## config.mk

```make
export PLATFORM = sky130hd
export DESIGN_NAME = flick_conditioner
export DESIGN_NICKNAME = d
export VERILOG_FILES = /design/src/rtl/flasher_pkg.sv /design/src/rtl/sync_2ff.sv /design/src/rtl/flick_conditioner.sv
export SDC_FILE = /design/constraint.sdc
export NUM_CORES = 1
export LEC_CHECK = 0
export BUFFER_PORTS_ARGS = -buffer_cell sky130_fd_sc_hd__clkbuf_2
export CORE_MARGIN = 3
export CORE_UTILIZATION = 47
export CTS_CLUSTER_DIAMETER = 50
export DETAILED_ROUTE_END_ITERATION = 10
export GPL_ROUTABILITY_DRIVEN = 0
export GPL_TIMING_DRIVEN = 1
export PLACE_DENSITY = 0.76
export RECOVER_POWER = 50
export SKIP_LAST_GASP = 1
export SYNTH_ARGS = -nofsm -noshare
export SYNTH_HDL_FRONTEND = slang
export SYNTH_SLANG_ARGS = --single-unit
export TNS_END_PERCENT = 30
```

## constraint.sdc

```tcl
create_clock -name clk -period 2 [get_ports clk]
set_clock_uncertainty 0.2 [all_clocks]
set_input_delay 0.1 -clock clk [delete_from_list [all_inputs] [get_ports clk]]
set_output_delay 0.1 -clock clk [all_outputs]
set_load 0.01 [all_outputs]
```

## src/rtl/flasher_pkg.sv

```systemverilog
// Shared flasher-control types: flick conditioner FSM states and default timing constants.
package flasher_pkg;

  localparam int unsigned DEFAULT_DEBOUNCE_CYCLES = 4;
  localparam int unsigned DEFAULT_LONG_CYCLES     = 16;

  typedef enum logic [1:0] {
    IDLE       = 2'd0,
    PRESS_DB   = 2'd1,
    PRESSED    = 2'd2,
    RELEASE_DB = 2'd3
  } flick_state_e;

endpackage

```

## src/rtl/sync_2ff.sv

```systemverilog
// Two-flop synchronizer for a single asynchronous level; q lags d by two clk edges.
module sync_2ff (
  input  logic clk,
  input  logic rst,
  input  logic d,
  output logic q
);

  logic meta_d, meta_q;
  logic sync_d, sync_q;

  always_comb begin
    meta_d = d;
    sync_d = meta_q;
  end

  always_ff @(posedge clk or posedge rst) begin
    if (rst) begin
      meta_q <= 1'b0;
      sync_q <= 1'b0;
    end else begin
      meta_q <= meta_d;
      sync_q <= sync_d;
    end
  end

  assign q = sync_q;

endmodule

```

## src/rtl/flick_conditioner.sv

```systemverilog
// Push-button conditioner: synchronize, debounce press/release, strobe edges and flag long presses.
// All outputs registered; press and release are each accepted DEBOUNCE_CYCLES+2 edges after the raw change.
module flick_conditioner
  import flasher_pkg::*;
#(
  parameter int unsigned DEBOUNCE_CYCLES = DEFAULT_DEBOUNCE_CYCLES,
  parameter int unsigned LONG_CYCLES     = DEFAULT_LONG_CYCLES
) (
  input  logic clk,
  input  logic rst,
  input  logic button_raw,
  output logic flick,
  output logic flick_pulse,
  output logic release_pulse,
  output logic flick_long
);

  localparam int unsigned DB_W   = $clog2(DEBOUNCE_CYCLES);
  localparam int unsigned HOLD_W = $clog2(LONG_CYCLES + 1);
  localparam logic [DB_W-1:0]   DB_LAST  = DB_W'(DEBOUNCE_CYCLES - 1);
  localparam logic [HOLD_W-1:0] HOLD_MAX = HOLD_W'(LONG_CYCLES);

  logic btn_sync;

  flick_state_e      state_d, state_q;
  logic [DB_W-1:0]   db_cnt_d, db_cnt_q;
  logic [HOLD_W-1:0] hold_cnt_d, hold_cnt_q;
  logic              flick_d, flick_q;
  logic              flick_pulse_d, flick_pulse_q;
  logic              release_pulse_d, release_pulse_q;
  logic              flick_long_d, flick_long_q;

  sync_2ff u_sync (
    .clk (clk),
    .rst (rst),
    .d   (button_raw),
    .q   (btn_sync)
  );

  always_comb begin
    state_d         = state_q;
    db_cnt_d        = db_cnt_q;
    hold_cnt_d      = hold_cnt_q;
    flick_d         = flick_q;
    flick_pulse_d   = 1'b0;
    release_pulse_d = 1'b0;

    // Hold time keeps running through release bounce so a bounce never restarts it.
    if ((state_q == PRESSED || state_q == RELEASE_DB) && hold_cnt_q != HOLD_MAX) begin
      hold_cnt_d = hold_cnt_q + HOLD_W'(1);
    end

    case (state_q)
      IDLE: begin
        if (btn_sync) begin
          state_d  = PRESS_DB;
          db_cnt_d = '0;
        end
      end
      PRESS_DB: begin
        if (!btn_sync) begin
          state_d = IDLE;
        end else if (db_cnt_q == DB_LAST) begin
          state_d       = PRESSED;
          flick_d       = 1'b1;
          flick_pulse_d = 1'b1;
          hold_cnt_d    = '0;
        end else begin
          db_cnt_d = db_cnt_q + DB_W'(1);
        end
      end
      PRESSED: begin
        if (!btn_sync) begin
          state_d  = RELEASE_DB;
          db_cnt_d = '0;
        end
      end
      RELEASE_DB: begin
        if (btn_sync) begin
          state_d = PRESSED;
        end else if (db_cnt_q == DB_LAST) begin
          state_d         = IDLE;
          flick_d         = 1'b0;
          release_pulse_d = 1'b1;
        end else begin
          db_cnt_d = db_cnt_q + DB_W'(1);
        end
      end
      default: state_d = IDLE;
    endcase

    flick_long_d = flick_d && (hold_cnt_d == HOLD_MAX);
  end

  always_ff @(posedge clk or posedge rst) begin
    if (rst) begin
      state_q         <= IDLE;
      db_cnt_q        <= '0;
      hold_cnt_q      <= '0;
      flick_q         <= 1'b0;
      flick_pulse_q   <= 1'b0;
      release_pulse_q <= 1'b0;
      flick_long_q    <= 1'b0;
    end else begin
      state_q         <= state_d;
      db_cnt_q        <= db_cnt_d;
      hold_cnt_q      <= hold_cnt_d;
      flick_q         <= flick_d;
      flick_pulse_q   <= flick_pulse_d;
      release_pulse_q <= release_pulse_d;
      flick_long_q    <= flick_long_d;
    end
  end

  assign flick         = flick_q;
  assign flick_pulse   = flick_pulse_q;
  assign release_pulse = release_pulse_q;
  assign flick_long    = flick_long_q;

endmodule
```

; ---- Word level (Yosys, flattened, before mapping)
; Index checks and enable logic that the tools add are counted.
[word_totals]
output_inout_bits = 4
inputBits = 3
ff_bits = 15
word_cells = 56
[op_classes]
mux = 27
addsub = 2
n_reduce_logical = 6
eq_ne = 12
[ops]
columns = operator, n
row1 = $mux 2, 11
row2 = $mux 5, 4
row3 = $pmux 2 s4, 2
row4 = $mux 1, 9
row5 = $reduce_and 4->1, 2
row6 = $eq 2x2->1 const B, 3
row7 = $add 5x1->5 const B, 1
row8 = $eq 5x5->1 const B, 1
row9 = $ne 5x5->1 const B, 1
row10 = $ne 2x1->1 const B, 2
row11 = $ne 2x2->1 const B, 2
row12 = $ne 3x1->1 const B, 1
row13 = $ne 3x3->1 const B, 1
row14 = $add 2x1->2 const B, 1
row15 = $eq 2x1->1 const B, 1
row16 = $logic_and 1x1->1, 2
row17 = $logic_not 2->1, 1
row18 = $pmux 1 s2, 1
row19 = $logic_or 1x1->1, 1

; ---- Logic depth before layout (Yosys ltp)
[logic_depth]
depth_word = 9
ltp_mapped = 6
ltp_nobuf = 6

; ---- Hierarchy
; Synthesis repeated with hierarchy kept, for this count alone.
[hier_totals]
cells_unflattened = 59
area_unflattened_um2 = 696.9
[modules_own_cells]
columns = module, n_inst, cells_each, area_per_inst_um2, seq_area_each_um2
row1 = flick_conditioner, 1, 56, 643.1, 325.3
row2 = sync_2ff, 1, 3, 53.8, 50.0

; ---- Worst setup path before layout
; Ideal clock, no wire load.
[synth_timing]
kind = reg2reg
startpoint = reg hold_cnt_q[0]
endpoint = reg flick_long_q, in the netlist flick_long
arrival_ps = 1216
synth_period_minus_slack_ps = 1548
setup_time_ps = 132
path_slack_ps = 452
n_path_buf = 0
stages_incl_launch_ff = 7
path_cell_list = dfrtp_1 > inv_1 > ha_1 > nand3b_2 > o21ai_4 > mux2i_1 > a211oi_2
[synth_via]
elab_chain_len = 8
[synth_lines]
columns = element, line_no
row1 = from (decl), flick_conditioner.sv:27  ; logic [HOLD_W-1:0] hold_cnt_d, hold_cnt_q;
row2 = from (signal assigned), flick_conditioner.sv:107  ; hold_cnt_q <= hold_cnt_d;
row3 = branches (longest 2 deep; another with $add 5x1->5), n/a
row4 = $mux 5 (*), flick_conditioner.sv:49  ; if ((state_q == PRESSED || state_q == RELEASE_DB) && hold_cnt_q != HOLD_MAX) begin
row5 = $mux 5, flick_conditioner.sv:63  ; end else if (db_cnt_q == DB_LAST) begin
row6 = $mux 5, flick_conditioner.sv:61  ; if (!btn_sync) begin
row7 = $mux 5 (*), flick_conditioner.sv:53  ; case (state_q)
row8 = $eq 5x5->1 (*), flick_conditioner.sv:92  ; flick_long_d = flick_d && (hold_cnt_d == HOLD_MAX);
row9 = $logic_and 1x1->1 (*), flick_conditioner.sv:92
row10 = named net flick_long_d, flick_conditioner.sv:31  ; logic flick_long_d, flick_long_q;
row11 = to (signal assigned), flick_conditioner.sv:111  ; flick_long_q <= flick_long_d;
row12 = to (decl), flick_conditioner.sv:31
; Mark *: on every way through the listed nets, which the timed path passes.
; A chain may end at the register's enable or synchronous reset.

; ---- Worst setup path in the final report
; Ends and elaborated chain as after synthesis.

==> flow_metrics.env <==
export IMPL_cts_tree="yes"
export IMPL_wl_per_cell_microns=12.9
export IMPL_die_area_sq_mm=0.00203
export IMPL_dpl_hpwl_microns=856
export IMPL_drtPass1Iterations=3
export IMPL_worstMarginPinSlew_ns=0.560
export IMPL_post_route_period_util=0.848
export IMPL_avgSynthCellArea_sq_um=10.4
export IMPL_syn_cell_area_sq_um=717
export IMPL_insertion_delay_ns=0.29
export IMPL_vias=485
export IMPL_hold_depth=0
export IMPL_diodes=0
export IMPL_ir_drop_mv=0.612
export IMPL_global_route_usage_total=0.158
export IMPL_pin_count=7
export IMPL_root_buffer="clkbuf_4"
export IMPL_nets=86
export IMPL_slew_headroom=0.626
export IMPL_fillers=129
export IMPL_rr_startpoint="hold_cnt_q[0]"
export IMPL_synth_seq_cells=15
export IMPL_maxSlewViolCount=0
export IMPL_crit_type="reg2reg"
export IMPL_clk_path_buf_depth=2
export IMPL_power_uw=1060
export IMPL_leakage_uw=0.000397
export IMPL_dp_cells=88
export IMPL_fp_dieW_microns=45.1
export IMPL_clock_sinks=15
export IMPL_htree_levels=1
export IMPL_r2r_slack_ns=0.30
export IMPL_critPathRequiredTime_ns=1.97
export IMPL_die_h_microns=45.1
export IMPL_coreArea_sq_mm=0.00137
export IMPL_cts_buffers=3
export IMPL_yosysSeqAreaShare=0.524
export IMPL_finalSetupTns_ns=0
export IMPL_hold_end="u_sync.q"
export IMPL_viasPerCell=5.16
export IMPL_cp_end_kind="flop"
export IMPL_hold_start="u_sync.meta_q"
export IMPL_drive_gt1_frac=0.190
export IMPL_rsz0062_at_grt="false"
export IMPL_hold_violations=0
export IMPL_min_path_type="reg2reg"
export IMPL_netlist_instances=69
export IMPL_critPathArrivalTime_ns=1.67
export IMPL_power_density_mw_per_mm2=1330
export IMPL_drc=0
export IMPL_maxCapViolations=0
export IMPL_hold_worst_slack_ns=0.174
export IMPL_grt_pass1_vias=522
export IMPL_ys_warn_count=0
export IMPL_antenna_found_initial=0
export IMPL_grt_pass1_wl_mm=2.21
export IMPL_path_max_fanout=5
export IMPL_postRouteWirelength_mm=1.22
export IMPL_outcome="completed"
export IMPL_rows=13
export IMPL_grt_start_max_net_pins=16
export IMPL_final_cells=94
export IMPL_antenna_left=0
export IMPL_fmax_ghz=0.590
export IMPL_syn_nets=75
export IMPL_area_growth_pct=11.9
export IMPL_reg2regPathDepth=6
export IMPL_ctsResizeCount=0
export IMPL_multiInputGateArea_sq_um=308
export IMPL_seq_area_sq_um=375
export IMPL_numPortBuffers=6
export IMPL_synth_distinct_cells=25
export IMPL_path_clk_slew_ns=0.10
export IMPL_drtIter0Drc=3
export IMPL_r2r_end="flick_long"
export IMPL_setup_viol=0
export IMPL_period_needed_ns=1.70
export IMPL_grt_overflow=0
export IMPL_startpoint_type="flop"
export IMPL_start_util=0.525
[Yosys cell counts]
cell type | count | share of area
a211oi_2 | 1 | 0.017
a21o_1 | 1 | 0.010
a21oi_1 | 2 | 0.014
and2_1 | 1 | 0.0087
and3_2 | 1 | 0.010
buf_4 | 1 | 0.010
clkbuf_1 | 1 | 0.0052
dfrtp_1 | 15 | 0.52
ha_1 | 3 | 0.052
inv_1 | 6 | 0.031
mux2_2 | 1 | 0.016
mux2i_1 | 2 | 0.028
nand2_1 | 6 | 0.031
nand2b_1 | 1 | 0.0087
nand3_1 | 1 | 0.0070
nand3b_2 | 1 | 0.016
nand4_1 | 2 | 0.017
nor2_1 | 11 | 0.058
nor3_1 | 1 | 0.0070
nor3b_1 | 1 | 0.010
o2111ai_1 | 2 | 0.024
o21ai_0 | 3 | 0.021
o21ai_4 | 1 | 0.023
xnor2_1 | 3 | 0.037
xor2_1 | 1 | 0.012
[flip-flops by register name, indices dropped and copies added, names as in the netlist, named ones only]
signal	count
state_q	1
db_cnt_q	2
flick_long	1
flick	1
release_pulse	1
u_sync.meta_q	1
u_sync.q	1
flick_pulse	1
hold_cnt_q	5
[cells in the final DEF (no fill, tap or decap)]
master / instances
nor3_1: 1
o2111ai_1: 2
xnor2_1: 3
o21ai_4: 1
nand3_1: 1
a211oi_2: 1
clkinv_2: 1
and2_1: 1
dlygate4sd3_1: 2
xor2_1: 1
ha_1: 3
nand2b_1: 1
nor3b_1: 1
a21oi_1: 2
clkbuf_4: 3
o21ai_0: 3
inv_1: 6
nand3b_2: 1
a21o_1: 1
dfrtp_1: 15
nand4_1: 2
and3_2: 1
nand2_1: 6
clkbuf_2: 6
mux2i_1: 2
nor2_1: 11
mux2_2: 1
[what timing repair did]
action	in CTS	in global routing
setup endpoints to repair	0	0
hold buffers	2	0
buffers inserted	0	0
endpoints found under the hold margin	16	0
[worst max-delay path, stage by stage (launching register included)]
cell and delay (ns):
dfrtp_1 0.42, inv_1 0.13, ha_1 0.22, nand3b_2 0.13, o21ai_4 0.20, mux2i_1 0.24, a211oi_2 0.05
[area by class of cell]
| cell class | instances | area share |
|---|---|---|
| clock inverter | 1 | 0.00624 |
| timing repair buffer | 8 | 0.0624 |
| multi-input combinational | 46 | 0.384 |
| tap | 15 | 0.0234 |
| sequential | 15 | 0.468 |
| clock buffer | 3 | 0.0281 |
| inverter | 6 | 0.0281 |
[report_power, final]
group | internal (uW) | leakage (uW) | switching (uW)
registers | 394 | 0.000192 | 128
logic | 170 | 0.000188 | 200
clock network | 74.3 | 0.0000177 | 97.0
[cells by family (layout without fill, tap and decap cells)]
logic type,Yosys count,count (layout),synth area share
AOI/OAI and AO/OA,10,10,0.110
xor gates and xnor gates,4,4,0.0489
adders and majority gates,3,3,0.0524
buffers and inverters,8,18,0.0471
DFF,15,15,0.524
muxes,3,3,0.0436
and+or+nand+nor,26,26,0.175
[metal layers]
layer	share of wire	global-route usage
met4	0.017	0.117
met3	0.035	0.0518
met1	0.46	0.180
met2	0.48	0.246
met5	0	0
[per-stage QoR]
step                      instance area [sq um]   util  setup slack (ns)
after floorplan                             717      -             0.452
after global placement                      754  0.552             0.407
after detailed placement                    754  0.552             0.295
after CTS                                   802  0.587             0.299
after global routing                        802  0.587             0.202
final                                       802  0.587             0.305
[worst max-delay path by stage]
| stage | from | endpoint | slack (ns) | depth (start not counted) |
|---|---|---|---|---|
| after global routing | hold_cnt_q[0] | flick_long | 0.20 | 6 |
| after floorplan | hold_cnt_q[0] | flick_long | 0.45 | 6 |
| final | hold_cnt_q[0] | flick_long | 0.30 | 6 |
| after detailed placement | hold_cnt_q[0] | flick_long | 0.29 | 6 |
| after CTS | hold_cnt_q[0] | flick_long | 0.30 | 6 |
| after global placement | hold_cnt_q[0] | flick_long | 0.41 | 6 |
(Power assumes the default switching activity.)
